===== config.mk =====
export PLATFORM = sky130hd
export DESIGN_NAME = segment_display_driver
export DESIGN_NICKNAME = d
export VERILOG_FILES = /design/src/rtl/segment_display_driver_pkg.sv /design/src/rtl/segment_display_driver_encoder.sv /design/src/rtl/segment_display_driver.sv
export SDC_FILE = /design/constraint.sdc
export NUM_CORES = 1
export LEC_CHECK = 0
export CAP_MARGIN = 20
export CORE_MARGIN = 5
export CORE_UTILIZATION = 27
export CTS_BUF_LIST = sky130_fd_sc_hd__clkbuf_8
export DETAILED_ROUTE_END_ITERATION = 6
export GPL_TIMING_DRIVEN = 0
export PLACE_DENSITY = 0.51
export SYNTH_ARGS = -nofsm -noshare
export SYNTH_HDL_FRONTEND = slang
export SYNTH_SLANG_ARGS = --single-unit

===== constraint.sdc =====
create_clock -name clock -period 3.3 [get_ports clock]
set_input_delay 0.99 -clock clock [delete_from_list [all_inputs] [get_ports clock]]
set_output_delay 0.99 -clock clock [all_outputs]
set_load 0.02 [all_outputs]

===== src/rtl/segment_display_driver_pkg.sv =====
// Shared symbol codes, segment patterns, digit positions and the status snapshot layout
// for the irrigation status display.
package segment_display_driver_pkg;

  // Symbol codes fed to the encoder; values 0..7 are the decimal digits themselves.
  typedef enum logic [3:0] {
    SYM_0       = 4'd0,
    SYM_1       = 4'd1,
    SYM_2       = 4'd2,
    SYM_3       = 4'd3,
    SYM_4       = 4'd4,
    SYM_5       = 4'd5,
    SYM_6       = 4'd6,
    SYM_7       = 4'd7,
    SYM_E       = 4'd8,
    SYM_S       = 4'd9,
    SYM_LOWER_D = 4'd10,
    SYM_DASH    = 4'd11,
    SYM_LOWER_U = 4'd12,
    SYM_F       = 4'd13,
    SYM_C       = 4'd14,
    SYM_BLANK   = 4'd15
  } symbol_e;

  // Active-low {g,f,e,d,c,b,a} patterns for a common-anode display.
  localparam logic [6:0] SEG_0       = 7'h40;
  localparam logic [6:0] SEG_1       = 7'h79;
  localparam logic [6:0] SEG_2       = 7'h24;
  localparam logic [6:0] SEG_3       = 7'h30;
  localparam logic [6:0] SEG_4       = 7'h19;
  localparam logic [6:0] SEG_5       = 7'h12;
  localparam logic [6:0] SEG_6       = 7'h02;
  localparam logic [6:0] SEG_7       = 7'h78;
  localparam logic [6:0] SEG_E       = 7'h06;
  localparam logic [6:0] SEG_S       = 7'h12;
  localparam logic [6:0] SEG_LOWER_D = 7'h21;
  localparam logic [6:0] SEG_DASH    = 7'h3F;
  localparam logic [6:0] SEG_LOWER_U = 7'h63;
  localparam logic [6:0] SEG_F       = 7'h0E;
  localparam logic [6:0] SEG_C       = 7'h46;
  localparam logic [6:0] SEG_BLANK   = 7'h7F;

  // Physical digit positions; index 3 is the last slot of a frame.
  localparam logic [1:0] DIGIT_LEVEL = 2'd0;
  localparam logic [1:0] DIGIT_FLOW  = 2'd1;
  localparam logic [1:0] DIGIT_FERT  = 2'd2;
  localparam logic [1:0] DIGIT_MODE  = 2'd3;

  // One frame's worth of captured irrigation status.
  typedef struct packed {
    logic [2:0] waterLevel;
    logic       watering;
    logic       filling;
    logic       splinker;
    logic       dripper;
    logic       fertilising;
    logic       cleaning;
    logic       inputError;
  } status_t;

  // Tank level 0..7 maps straight onto the numeric symbol codes.
  function automatic symbol_e levelSymbol(input logic [2:0] level);
    return symbol_e'({1'b0, level});
  endfunction

endpackage


===== src/rtl/segment_display_driver_encoder.sv =====
// Combinational symbol-code to active-low seven-segment pattern decoder.
module segment_display_driver_encoder
  import segment_display_driver_pkg::*;
(
  input  logic [3:0] sym_i,
  output logic [6:0] seg_o
);

  // Look up the segment pattern for the requested symbol.
  always_comb begin
    seg_o = SEG_BLANK;
    case (symbol_e'(sym_i))
      SYM_0:       seg_o = SEG_0;
      SYM_1:       seg_o = SEG_1;
      SYM_2:       seg_o = SEG_2;
      SYM_3:       seg_o = SEG_3;
      SYM_4:       seg_o = SEG_4;
      SYM_5:       seg_o = SEG_5;
      SYM_6:       seg_o = SEG_6;
      SYM_7:       seg_o = SEG_7;
      SYM_E:       seg_o = SEG_E;
      SYM_S:       seg_o = SEG_S;
      SYM_LOWER_D: seg_o = SEG_LOWER_D;
      SYM_DASH:    seg_o = SEG_DASH;
      SYM_LOWER_U: seg_o = SEG_LOWER_U;
      SYM_F:       seg_o = SEG_F;
      SYM_C:       seg_o = SEG_C;
      SYM_BLANK:   seg_o = SEG_BLANK;
      default:     seg_o = SEG_BLANK;
    endcase
  end

endmodule


===== src/rtl/segment_display_driver.sv =====
// Four-digit multiplexed status display for the irrigation controller. Inputs are
// snapshotted once per frame so a frame never mixes old and new status; every digit
// slot starts with a short all-off window to suppress ghosting between digits.
module segment_display_driver
  import segment_display_driver_pkg::*;
#(
  parameter int SCAN_DIVIDER = 1000,
  parameter int BLANK_CYCLES = 8,
  parameter int BLINK_FRAMES = 64
) (
  input  logic       clock,
  input  logic       reset_button,
  input  logic [2:0] water_level,
  input  logic       watering,
  input  logic       filling,
  input  logic       splinker,
  input  logic       dripper,
  input  logic       fertilising,
  input  logic       cleaning,
  input  logic       input_error,
  output logic [6:0] segments,
  output logic       decimal_point,
  output logic [3:0] digit_select
);

  localparam int PRESC_W = (SCAN_DIVIDER > 1) ? $clog2(SCAN_DIVIDER) : 1;
  localparam int FRAME_W = (BLINK_FRAMES > 1) ? $clog2(BLINK_FRAMES) : 1;
  localparam logic [PRESC_W-1:0] PRESC_LAST = PRESC_W'(SCAN_DIVIDER - 1);
  localparam logic [PRESC_W-1:0] BLANK_END  = PRESC_W'(BLANK_CYCLES);
  localparam logic [FRAME_W-1:0] FRAME_LAST = FRAME_W'(BLINK_FRAMES - 1);

  logic [PRESC_W-1:0] prescaler_q, prescaler_d;
  logic [1:0]         digitIdx_q, digitIdx_d;
  logic [FRAME_W-1:0] frameCount_q, frameCount_d;
  logic               blinkPhase_q, blinkPhase_d;
  status_t            snapshot_q, snapshot_d;
  logic [6:0]         segments_q, segments_d;
  logic               decimalPoint_q, decimalPoint_d;
  logic [3:0]         digitSelect_q, digitSelect_d;

  status_t            liveStatus;
  logic               slotEnd;
  logic               frameEnd;
  logic               inBlankTime;
  logic               errorBlank;
  logic               levelCritical;
  symbol_e            digitSym;
  logic [6:0]         encodedSeg;

  // Gather the live inputs into the snapshot layout.
  always_comb begin
    liveStatus.waterLevel  = water_level;
    liveStatus.watering    = watering;
    liveStatus.filling     = filling;
    liveStatus.splinker    = splinker;
    liveStatus.dripper     = dripper;
    liveStatus.fertilising = fertilising;
    liveStatus.cleaning    = cleaning;
    liveStatus.inputError  = input_error;
  end

  // Advance the slot prescaler, digit index, frame counter, blink phase and snapshot.
  always_comb begin
    slotEnd      = (prescaler_q == PRESC_LAST);
    frameEnd     = slotEnd && (digitIdx_q == DIGIT_MODE);
    prescaler_d  = slotEnd ? '0 : prescaler_q + PRESC_W'(1);
    digitIdx_d   = slotEnd ? digitIdx_q + 2'd1 : digitIdx_q;
    frameCount_d = frameCount_q;
    blinkPhase_d = blinkPhase_q;
    snapshot_d   = snapshot_q;
    if (frameEnd) begin
      snapshot_d = liveStatus;
      if (frameCount_q == FRAME_LAST) begin
        frameCount_d = '0;
        blinkPhase_d = ~blinkPhase_q;
      end else begin
        frameCount_d = frameCount_q + FRAME_W'(1);
      end
    end
  end

  // Choose the symbol for the digit currently being scanned from the frozen snapshot.
  always_comb begin
    digitSym = SYM_BLANK;
    case (digitIdx_q)
      DIGIT_MODE: begin
        if (snapshot_q.inputError)    digitSym = SYM_E;
        else if (snapshot_q.splinker) digitSym = SYM_S;
        else if (snapshot_q.dripper)  digitSym = SYM_LOWER_D;
        else                          digitSym = SYM_DASH;
      end
      DIGIT_FERT: begin
        if (snapshot_q.fertilising)   digitSym = SYM_F;
        else if (snapshot_q.cleaning) digitSym = SYM_C;
        else                          digitSym = SYM_BLANK;
      end
      DIGIT_FLOW: begin
        if (snapshot_q.filling)       digitSym = SYM_LOWER_U;
        else if (snapshot_q.watering) digitSym = SYM_LOWER_D;
        else                          digitSym = SYM_DASH;
      end
      default: digitSym = levelSymbol(snapshot_q.waterLevel);
    endcase
  end

  segment_display_driver_encoder u_encoder (
    .sym_i (digitSym),
    .seg_o (encodedSeg)
  );

  // Apply ghosting blank time, error blink and low-tank decimal point to the next outputs.
  always_comb begin
    inBlankTime    = (prescaler_q < BLANK_END);
    errorBlank     = snapshot_q.inputError && blinkPhase_q;
    levelCritical  = (snapshot_q.waterLevel <= 3'd1);
    segments_d     = SEG_BLANK;
    decimalPoint_d = 1'b1;
    digitSelect_d  = 4'hF;
    if (!inBlankTime && !errorBlank) begin
      segments_d    = encodedSeg;
      digitSelect_d = ~(4'b0001 << digitIdx_q);
      if ((digitIdx_q == DIGIT_LEVEL) && levelCritical && !blinkPhase_q) begin
        decimalPoint_d = 1'b0;
      end
    end
  end

  // Register scan state and outputs; a low reset_button blanks the display and restarts the scan.
  always_ff @(posedge clock) begin
    if (!reset_button) begin
      prescaler_q    <= '0;
      digitIdx_q     <= DIGIT_LEVEL;
      frameCount_q   <= '0;
      blinkPhase_q   <= 1'b0;
      snapshot_q     <= '0;
      segments_q     <= SEG_BLANK;
      decimalPoint_q <= 1'b1;
      digitSelect_q  <= 4'hF;
    end else begin
      prescaler_q    <= prescaler_d;
      digitIdx_q     <= digitIdx_d;
      frameCount_q   <= frameCount_d;
      blinkPhase_q   <= blinkPhase_d;
      snapshot_q     <= snapshot_d;
      segments_q     <= segments_d;
      decimalPoint_q <= decimalPoint_d;
      digitSelect_q  <= digitSelect_d;
    end
  end

  assign segments      = segments_q;
  assign decimal_point = decimalPoint_q;
  assign digit_select  = digitSelect_q;

endmodule

## Yosys cells after proc, flatten, opt, wreduce, memory -nomap -nowiden

Memory sizes are Yosys's and may differ from the RTL's. A register that Yosys moved wholly into a read port is not among the register bits.
Cells that the tools add are included.

- Latch bits: 0
- Flip-flop bits (word level): 34
- Input port bits: 12
- Memory bits (writable): 0
- Memories kept: 1
- ROM bits: 112

Memory list:

| name | depth | width | read ports | clocked after memory_dff | write ports | RTL line | source |
|---|---|---|---|---|---|---|---|
| (name not given) | 16 | 7 | 1 | 1 | 0 | segment_display_driver_encoder.sv:12 | `case (symbol_e'(sym_i))` |

- Reductions and logical operators: 13
- Shift operators: 1
- Bitwise operators: 3
- Equal/unequal tests: 5
- Divide/modulo/power cells: 0
- $lt $le $gt $ge: 2
- $mul: 0
- Mux-type cells: 10
- $add $sub $neg: 3

Operators by type and width:

| cell | count |
|---|---|
| one-hot mux 4 bit (3 select lines) | 1 |
| adder 10 x 1 -> 10 bit, second input constant | 1 |
| == test 10 bit, second input constant | 1 |
| < comparator 10 x 4 -> 1 bit, second input constant | 1 |
| adder 6 x 1 -> 6 bit, second input constant | 1 |
| == test 6 bit, second input constant | 1 |
| two-way mux 2 bit | 3 |
| two-way mux 6 bit | 1 |
| logical AND 1 bit | 5 |
| == test 2 bit, second input constant | 2 |
| logical NOT 1 bit | 4 |
| two-way mux 1 bit | 4 |
| NOT 4 bit | 1 |
| AND reduction 2 bit | 2 |
| left shift 1 x 2 -> 4 bit, first input constant | 1 |
| less-or-equal comparator 3 x 1 -> 1 bit, second input constant | 1 |
| two-way mux 3 bit | 1 |
| adder 2 x 1 -> 2 bit, second input constant | 1 |
| == test 2 x 1 -> 1 bit, second input constant | 1 |
| logical NOT 2 bit | 1 |
| NOT 1 bit | 2 |
| OR reduction 2 bit | 1 |

## Longest topological paths before layout

Gate-level depths: netlist of run 1.

- Word-level depth: 5
- Gate-level depth with buffers: 11
- Depth with buffers taken out: 11

## Cells and area by module

Synthesis of run 1 repeated with hierarchy kept, for this count alone.

- Cells, all modules: 219
- Area total of the unflattened synthesis: 1930.6 um2

Modules (own cells, without submodules):

| module | instances | area each (um2) | cells an instance |
|---|---|---|---|
| segment_display_driver | 1 | 1694.1 | 189 |
| segment_display_driver_encoder | 1 | 236.5 | 30 |

## Least setup slack after synthesis of run 1

No wires, ideal clock.

- Path type: input-to-reg
- Start: in reset_button
- End: reg decimalPoint_q, in the netlist decimal_point
- Setup slack: 1007 ps
- Buffers on the path: 1
- Setup time: 134 ps
- Arrival: 2159 ps
- Required time: 3166 ps
- Cell stages on the path: 5
- Cell sequence: clkbuf_1 -> inv_1 -> a221oi_2 -> nand2_1 -> or4_1

- Cells in the longest elaborated chain, start to end: 1

Ends and longest elaborated chain:

| item | RTL line | source |
|---|---|---|
| start, declared | segment_display_driver.sv:12 | `input logic reset_button,` |
| AND reduction 2 bit (no line) | -- |  |
| end signal, assigned | segment_display_driver.sv:146 | `decimalPoint_q <= decimalPoint_d;` |
| end, declared | segment_display_driver.sv:38 | `logic decimalPoint_q, decimalPoint_d;` |

No other way between the ends.
A chain may end at the register's enable or synchronous reset.

## Worst setup path after layout of run 1

Ends and elaborated chain as after synthesis.

==> results of run 1 <==
==> metrics by stage <==
stage          power (mW)  cell area (sq um)   util
2_1_floorplan       0.523               1910      -
3_3_place_gp        0.541               2250  0.329
3_5_place_dp        0.541               2250  0.329
4_1_cts             0.859               2330  0.341
5_1_grt             0.881               2330  0.341
6_report            0.843               2330  0.341
==> logic make-up after synthesis <==
group / share of synthesized area
buffers and inverters: 0.0387
adders and majority gates: 0.0786
and+or+nand+nor: 0.219
DFF: 0.430
muxes: 0.0786
AOI/OAI and AO/OA: 0.109
xor gates and xnor gates: 0.0459
==> how the worst max path moves through the flow <==
stage	startpoint	endpoint	slack, ns	depth (start not counted)
6_report	reset_button	decimal_point$_SDFF_PN1_	0.93	5
5_1_grt	digitIdx_q[1]$_SDFFE_PN0N_	segments[6]$_SDFF_PN1_	0.68	7
4_1_cts	reset_button	decimal_point$_SDFF_PN1_	0.89	5
3_5_place_dp	reset_button	decimal_point$_SDFF_PN1_	0.57	5
3_3_place_gp	reset_button	decimal_point$_SDFF_PN1_	0.58	5
2_1_floorplan	reset_button	decimal_point$_SDFF_PN1_	1.01	5
==> layout by cell type (no fill, tap or decap), types with 2 or more instances in the layout <==
| cell | Yosys | final |
|---|---|---|
| a21oi_1 | 7 | 7 |
| a21o_1 | 2 | 2 |
| or4_1 | 2 | 2 |
| clkbuf_8 | 0 | 5 |
| o21ai_0 | 9 | 9 |
| nor4_1 | 5 | 5 |
| nand3b_1 | 2 | 2 |
| clkbuf_1 | 5 | 5 |
| o211ai_1 | 2 | 2 |
| nor3b_1 | 2 | 2 |
| dfxtp_1 | 41 | 41 |
| nand2_1 | 21 | 21 |
| nor2_1 | 26 | 26 |
| inv_1 | 12 | 13 |
| ha_1 | 12 | 12 |
| clkinv_2 | 0 | 2 |
| nor3_1 | 5 | 5 |
| xnor2_1 | 8 | 8 |
| xor2_1 | 2 | 2 |
| clkdlybuf4s50_1 | 0 | 22 |
| nand3_1 | 4 | 4 |
| mux2i_1 | 15 | 15 |
| and3_1 | 2 | 2 |
| and3_2 | 2 | 2 |
| nand4_1 | 3 | 3 |
==> power breakdown <==
part           switching [mW]  total [mW]  internal (mW)
registers             0.00261       0.500          0.498
clock network           0.171       0.315          0.144
logic                  0.0129      0.0285         0.0156
total                   0.187       0.843          0.657
==> flip-flops by register name, indices dropped and copies added (netlist names) <==
register	flops
snapshot_q	10
digit_select	4
decimal_point	1
digitIdx_q	2
blinkPhase_q	1
frameCount_q	6
segments	7
prescaler_q	10
==> area by class of cell <==
| type | instances | share of cell area |
|---|---|---|
| multi-input combinational | 150 | 0.435 |
| clock inverter | 3 | 0.00590 |
| timing repair buffer | 22 | 0.0944 |
| inverter | 12 | 0.0193 |
| sequential | 41 | 0.352 |
| clock buffer | 5 | 0.0295 |
| tap | 96 | 0.0515 |
| buffer | 7 | 0.0123 |
==> layer usage <==
layer,wire (um),part of all wire,track usage
met3,124,0.031,0.0264
met1,2150,0.53,0.141
met4,65,0.016,0.0361
met2,1700,0.42,0.149
met5,0,0,0
==> flow_metrics.py, run 1 <==
metrics = {
    "critical_path": {
        "reg2reg_from": "digitIdx_q[0]$_SDFFE_PN0N_",
        "cp-start-kind": "input port",
        "crit_buf_inv": 2,
        "timing.rr.end": "segments[0]$_SDFF_PN1_",
        "required_ns": 3.47,
        "rr_worst_depth": 8,
        "crit_fanout": 10,
        "arrival_ns": 2.54,
        "endpoint_kind": "register",
        "crit_chain": "clkbuf_1 > inv_1 > a221oi_2 > nand2_1 > or4_1",
        "max_stage_delay_ns": 0.60,
        "crit_path_top_delay_cell": "a221oi_2",
        "cp_top_family": "compound AO/OA/AOI/OAI gates",
        "path_class": "in -> reg",
        "r2r_slack_ns": 0.94,
    },
    "floorplan": {
        "io_pins": 24,
        "dieArea_sq_um": 8850,
        "dieHeight_um": 94.1,
        "placeableCoreArea_sq_um": 6830,
        "fp.dieW_um": 94.1,
        "start_util": 0.279,
        "core.rowCount": 30,
    },
    "global_routing": {
        "grt_max_degree": 13,
        "grt_pass1_wl_um": 7170,
        "grt_overflow_total": 0,
        "track_usage": 0.101,
        "first_global_vias": 1458,
        "antenna_found_initial": 0,
    },
    "final_layout": {
        "multi_input_area_sq_um": 1010,
        "final_cell_count_no_fill": 336,
        "regArea_sq_um": 821,
        "drive_above_1_share": 0.0667,
        "n_fill_cell": 757,
        "area_growth_pct": 22.1,
        "n_antenna_cell": 0,
        "fin_nets": 263,
    },
    "clock_tree": {
        "numClockSinks": 41,
        "htree_levels": 2,
        "path_clk_slew_ns": 0.08,
        "clock_latency_ns": 0.29,
        "cts_hold_buf": 0,
        "cts_tree": "done",
        "postCtsResizedCells": 0,
        "post_cts_buffers": 0,
        "cts_buffers": 5,
        "cts_root_buf": "clkbuf_8",
        "clock_path_buffers": 2,
    },
    "drt": {
        "drcViolationCount": 0,
        "dr.pass1.iters": 4,
        "via_per_inst": 4.39,
        "num_vias": 1475,
        "drtIter0Drc": 79,
        "drtAntennaViolNets": 0,
        "wire_per_inst_um": 12.0,
        "routed_wl_um": 4040,
    },
    "synth": {
        "ys_seq_area_frac": 0.430,
        "synth_ff_type": "dfxtp_1",
        "avgSynthCellArea_sq_um": 9.09,
        "synthMostInstantiatedCell": "dfxtp_1",
        "netlist_area_sq_um": 1910,
        "synth_common_cells": "41 x dfxtp_1, 26 x nor2_1, 21 x nand2_1, 15 x mux2i_1",
        "synthCells": 210,
        "synth-edff-count": 0,
        "synthesis.nets": 234,
        "synth_top_area_cell": "dfxtp_1",
        "synth_warnings": 0,
        "yosysTopAreaCellShare": 0.430,
        "synth.distinct_cells": 43,
        "synthTopCellsByArea": "dfxtp_1 43%, ha_1 7.9%, mux2i_1 7.9%, nor2_1 5.1%, nand2_1 4.1%",
        "synth_seq_cells": 41,
        "async_flop_share": 0,
    },
    "power": {
        "powerDensity_nw_per_um2": 362,
        "cellLeakagePower_nw": 0.820,
        "vdd_ir_drop_max_mv": 0.121,
    },
    "place": {
        "portBuffers": 22,
        "gp_congestion": 0.858,
        "place_inst": 328,
        "dp_hpwl_um": 3030,
        "post-place-ws_ns": 0.565,
    },
    "timing": {
        "finalHoldViolCount": 0,
        "grt_setup_unrepaired": "no",
        "max_freq_ghz": 0.421,
        "setup-violations-final": 0,
        "finClkSkew_ns": 0.00416,
        "maxSlewViolCount": 0,
        "timing.final.ws_setup_ns": 0.927,
        "post-route-period-util": 0.719,
        "relSlewSlack": 0.487,
        "setup-tns-final_ns": 0,
        "hold-worst-slack_ns": 0.453,
        "fin_crit_ns": 2.37,
        "worst_pin_slew_ns": 0.769,
    },
    "min_path": {
        "min_path_type": "reg -> reg",
        "whs_path_depth": 1,
        "min_from": "prescaler_q[0]$_SDFF_PP0_",
        "whs_endpoint": "prescaler_q[0]$_SDFF_PP0_",
    },
    "flow_run": {
        "max_cap_violations": 0,
    },
    "run_status": {
        "status": "completed",
    },
}
Note: power is estimated with default switching activity, not from simulation.
==> inputs of run 2 (changes only) <==
--- a/config.mk
+++ b/config.mk
@@ -11,7 +11,7 @@
 export CTS_BUF_LIST = sky130_fd_sc_hd__clkbuf_8
 export DETAILED_ROUTE_END_ITERATION = 6
 export GPL_TIMING_DRIVEN = 0
-export PLACE_DENSITY = 0.51
+export PLACE_DENSITY = 0.52
 export SYNTH_ARGS = -nofsm -noshare
 export SYNTH_HDL_FRONTEND = slang
 export SYNTH_SLANG_ARGS = --single-unit
==> constraint.sdc (replaced) <==
create_clock -name clock -period 1.9 [get_ports clock]
set_input_delay 0.57 -clock clock [delete_from_list [all_inputs] [get_ports clock]]
set_output_delay 0.57 -clock clock [all_outputs]
set_load 0.02 [all_outputs]
==> run 2 against run 1 <==
Compared with the run above: clock-buffer cell count rose by 1; critical path depth rose by 3; total power rose by 76%; via count rose by 4.7%; clock skew rose by 0.0051 ns; final area rose by 13%; global-route usage fell by 0.36 points; combinational power rose by 78%; routed wire length rose by 2.7%; sequential share of layout area fell by 3.6 points; utilization rose by 4.4 points; largest cell class unchanged.
==> flow_metrics.py, run 2 (synthesis gave the netlist of run 1 again) <==
metrics = {
    "run_status": {
        "status": "completed",
    },
    "critical_path": {
        "cp-start-kind": "register",
        "crit_fanout": 4,
        "rr_worst_depth": 8,
        "required_ns": 2.12,
        "arrival_ns": 2.09,
        "endpoint_kind": "register",
        "path_class": "reg -> reg",
    },
    "global_routing": {
        "grt_max_degree": 12,
        "first_global_vias": 1384,
        "grtUsageMet2": 0.146,
        "met1_usage": 0.131,
        "top_usage_layer": "met2",
        "grt_overflow_total": 0,
        "grt_pass1_wl_um": 6800,
        "track_usage": 0.0977,
        "antenna_found_initial": 0,
        "grt_use_met3": 0.0288,
    },
    "timing": {
        "post-route-period-util": 0.986,
        "fin_crit_ns": 1.87,
        "grt_setup_unrepaired": "yes",
        "hold-worst-slack_ns": 0.426,
        "setup-tns-final_ns": 0,
        "relSlewSlack": 0.599,
        "setup-violations-final": 0,
        "timing.final.ws_setup_ns": 0.0274,
        "finalHoldViolCount": 0,
        "max_freq_ghz": 0.534,
        "finClkSkew_ns": 0.00927,
        "worst_pin_slew_ns": 0.595,
        "maxSlewViolCount": 0,
    },
    "drt": {
        "dr.pass1.iters": 4,
        "wire_per_inst_um": 12.0,
        "drcViolationCount": 0,
        "drtAntennaViolNets": 0,
        "via_per_inst": 4.46,
        "drtIter0Drc": 41,
        "routed_wl_um": 4150,
        "num_vias": 1544,
    },
    "place": {
        "post-place-ws_ns": -0.382,
        "gp_congestion": 0.853,
        "dp_hpwl_um": 2930,
        "portBuffers": 22,
    },
    "clock_tree": {
        "cts_tree": "done",
        "numClockSinks": 41,
        "htree_levels": 2,
        "cts_root_buf": "clkbuf_8",
        "path_clk_slew_ns": 0.08,
        "clock_path_buffers": 2,
        "cts_hold_buf": 0,
        "clock_latency_ns": 0.29,
        "cts_buffers": 5,
    },
    "power": {
        "cellLeakagePower_nw": 0.897,
        "vdd_ir_drop_max_mv": 0.252,
        "switching_share": 0.208,
        "p_comb_frac": 0.034,
        "clockPowerShare": 0.380,
        "p_sw_uw": 309,
        "intPower_mw": 1.17,
        "p_seq_frac": 0.585,
        "powerDensity_nw_per_um2": 563,
        "finalPower_mw": 1.48,
    },
    "final_layout": {
        "final_cell_mix": "36 x dfxtp_1, 25 x nor2_1, 22 x clkdlybuf4s50_1, 21 x nand2_1, 15 x mux2i_1",
        "area_growth_pct": 37.7,
        "layout_commonest_cell": "dfxtp_1",
        "drive_above_1_share": 0.216,
        "fin_nets": 274,
        "n_antenna_cell": 0,
        "n_fill_cell": 718,
    },
    "floorplan": {
        "fp.dieW_um": 94.1,
        "core.rowCount": 30,
        "io_pins": 24,
        "placeableCoreArea_sq_um": 6830,
        "start_util": 0.279,
        "dieArea_sq_um": 8850,
        "dieHeight_um": 94.1,
    },
    "min_path": {
        "min_path_type": "reg -> reg",
        "whs_path_depth": 1,
    },
    "flow_run": {
        "max_cap_violations": 0,
    },
}
## run 2: path summary, 6_finish.rpt
check	slack [ns]	start	end
setup reg to reg	0.03	digitIdx_q[0]$_SDFFE_PN0N_	segments[0]$_SDFF_PN1_
hold / removal	0.43	prescaler_q[0]$_SDFF_PP0_	prescaler_q[0]$_SDFF_PP0_
setup / recovery	0.03	digitIdx_q[0]$_SDFFE_PN0N_	segments[0]$_SDFF_PN1_
hold reg to reg	0.43	prescaler_q[0]$_SDFF_PP0_	prescaler_q[0]$_SDFF_PP0_
## run 2: metal layers
metal,part of all wire,vias to the layer above
met5,0,-
met4,0.018,0
met3,0.047,7
met2,0.44,23
met1,0.50,706
li1,-,808
## run 2: through the flow
stage / std cells / cell area [sq um] / utilization
finish: 346 / 2630 / 0.385
global route: 346 / 2630 / 0.385
CTS: 339 / 2500 / 0.366
detailed placement: 328 / 2260 / 0.332
global placement: 328 / 2260 / 0.332
floorplan: 210 / 1920 / -
## run 2: what timing repair did
| item | 4_1_cts | 5_1_grt |
|---|---|---|
| gates resized for setup | 28 | 21 |
| setup endpoints to repair | 19 | 20 |
| buffers inserted | 4 | 8 |
| pin swaps | 4 | 10 |
## run 2: area by class of cell
class / instances / area, sq um / share of cell area
flip-flops and latches: 41 / 832 / 0.316
well taps: 96 / 120 / 0.0457
inverters: 12 / 52.6 / 0.0200
multi-input cells: 150 / 1190 / 0.453
clock inverters: 1 / 3.75 / 0.00143
repair buffers: 34 / 310 / 0.118
plain buffers: 6 / 36.3 / 0.0138
clock buffers: 6 / 82.6 / 0.0314
## run 2: power by group through the flow
| stage | clock [mW] | combinational [mW] | sequential [mW] |
|---|---|---|---|
| 2_1_floorplan | 0 | 0.0195 | 0.889 |
| 3_3_place_gp | 0 | 0.0500 | 0.889 |
| 3_5_place_dp | 0 | 0.0505 | 0.890 |
| 4_1_cts | 0.587 | 0.0517 | 0.866 |
| 5_1_grt | 0.623 | 0.0568 | 0.868 |
| 6_report | 0.564 | 0.0508 | 0.867 |
## run 2: critical path, stage by stage, from the launching register on
cell and delay [ns]:
dfxtp_4 0.40, ha_4 0.17, inv_4 0.04, a211o_1 0.29, a31o_4 0.26, ha_4 0.30
o32ai_2 0.07, o21a_1 0.22, o21ai_1 0.07
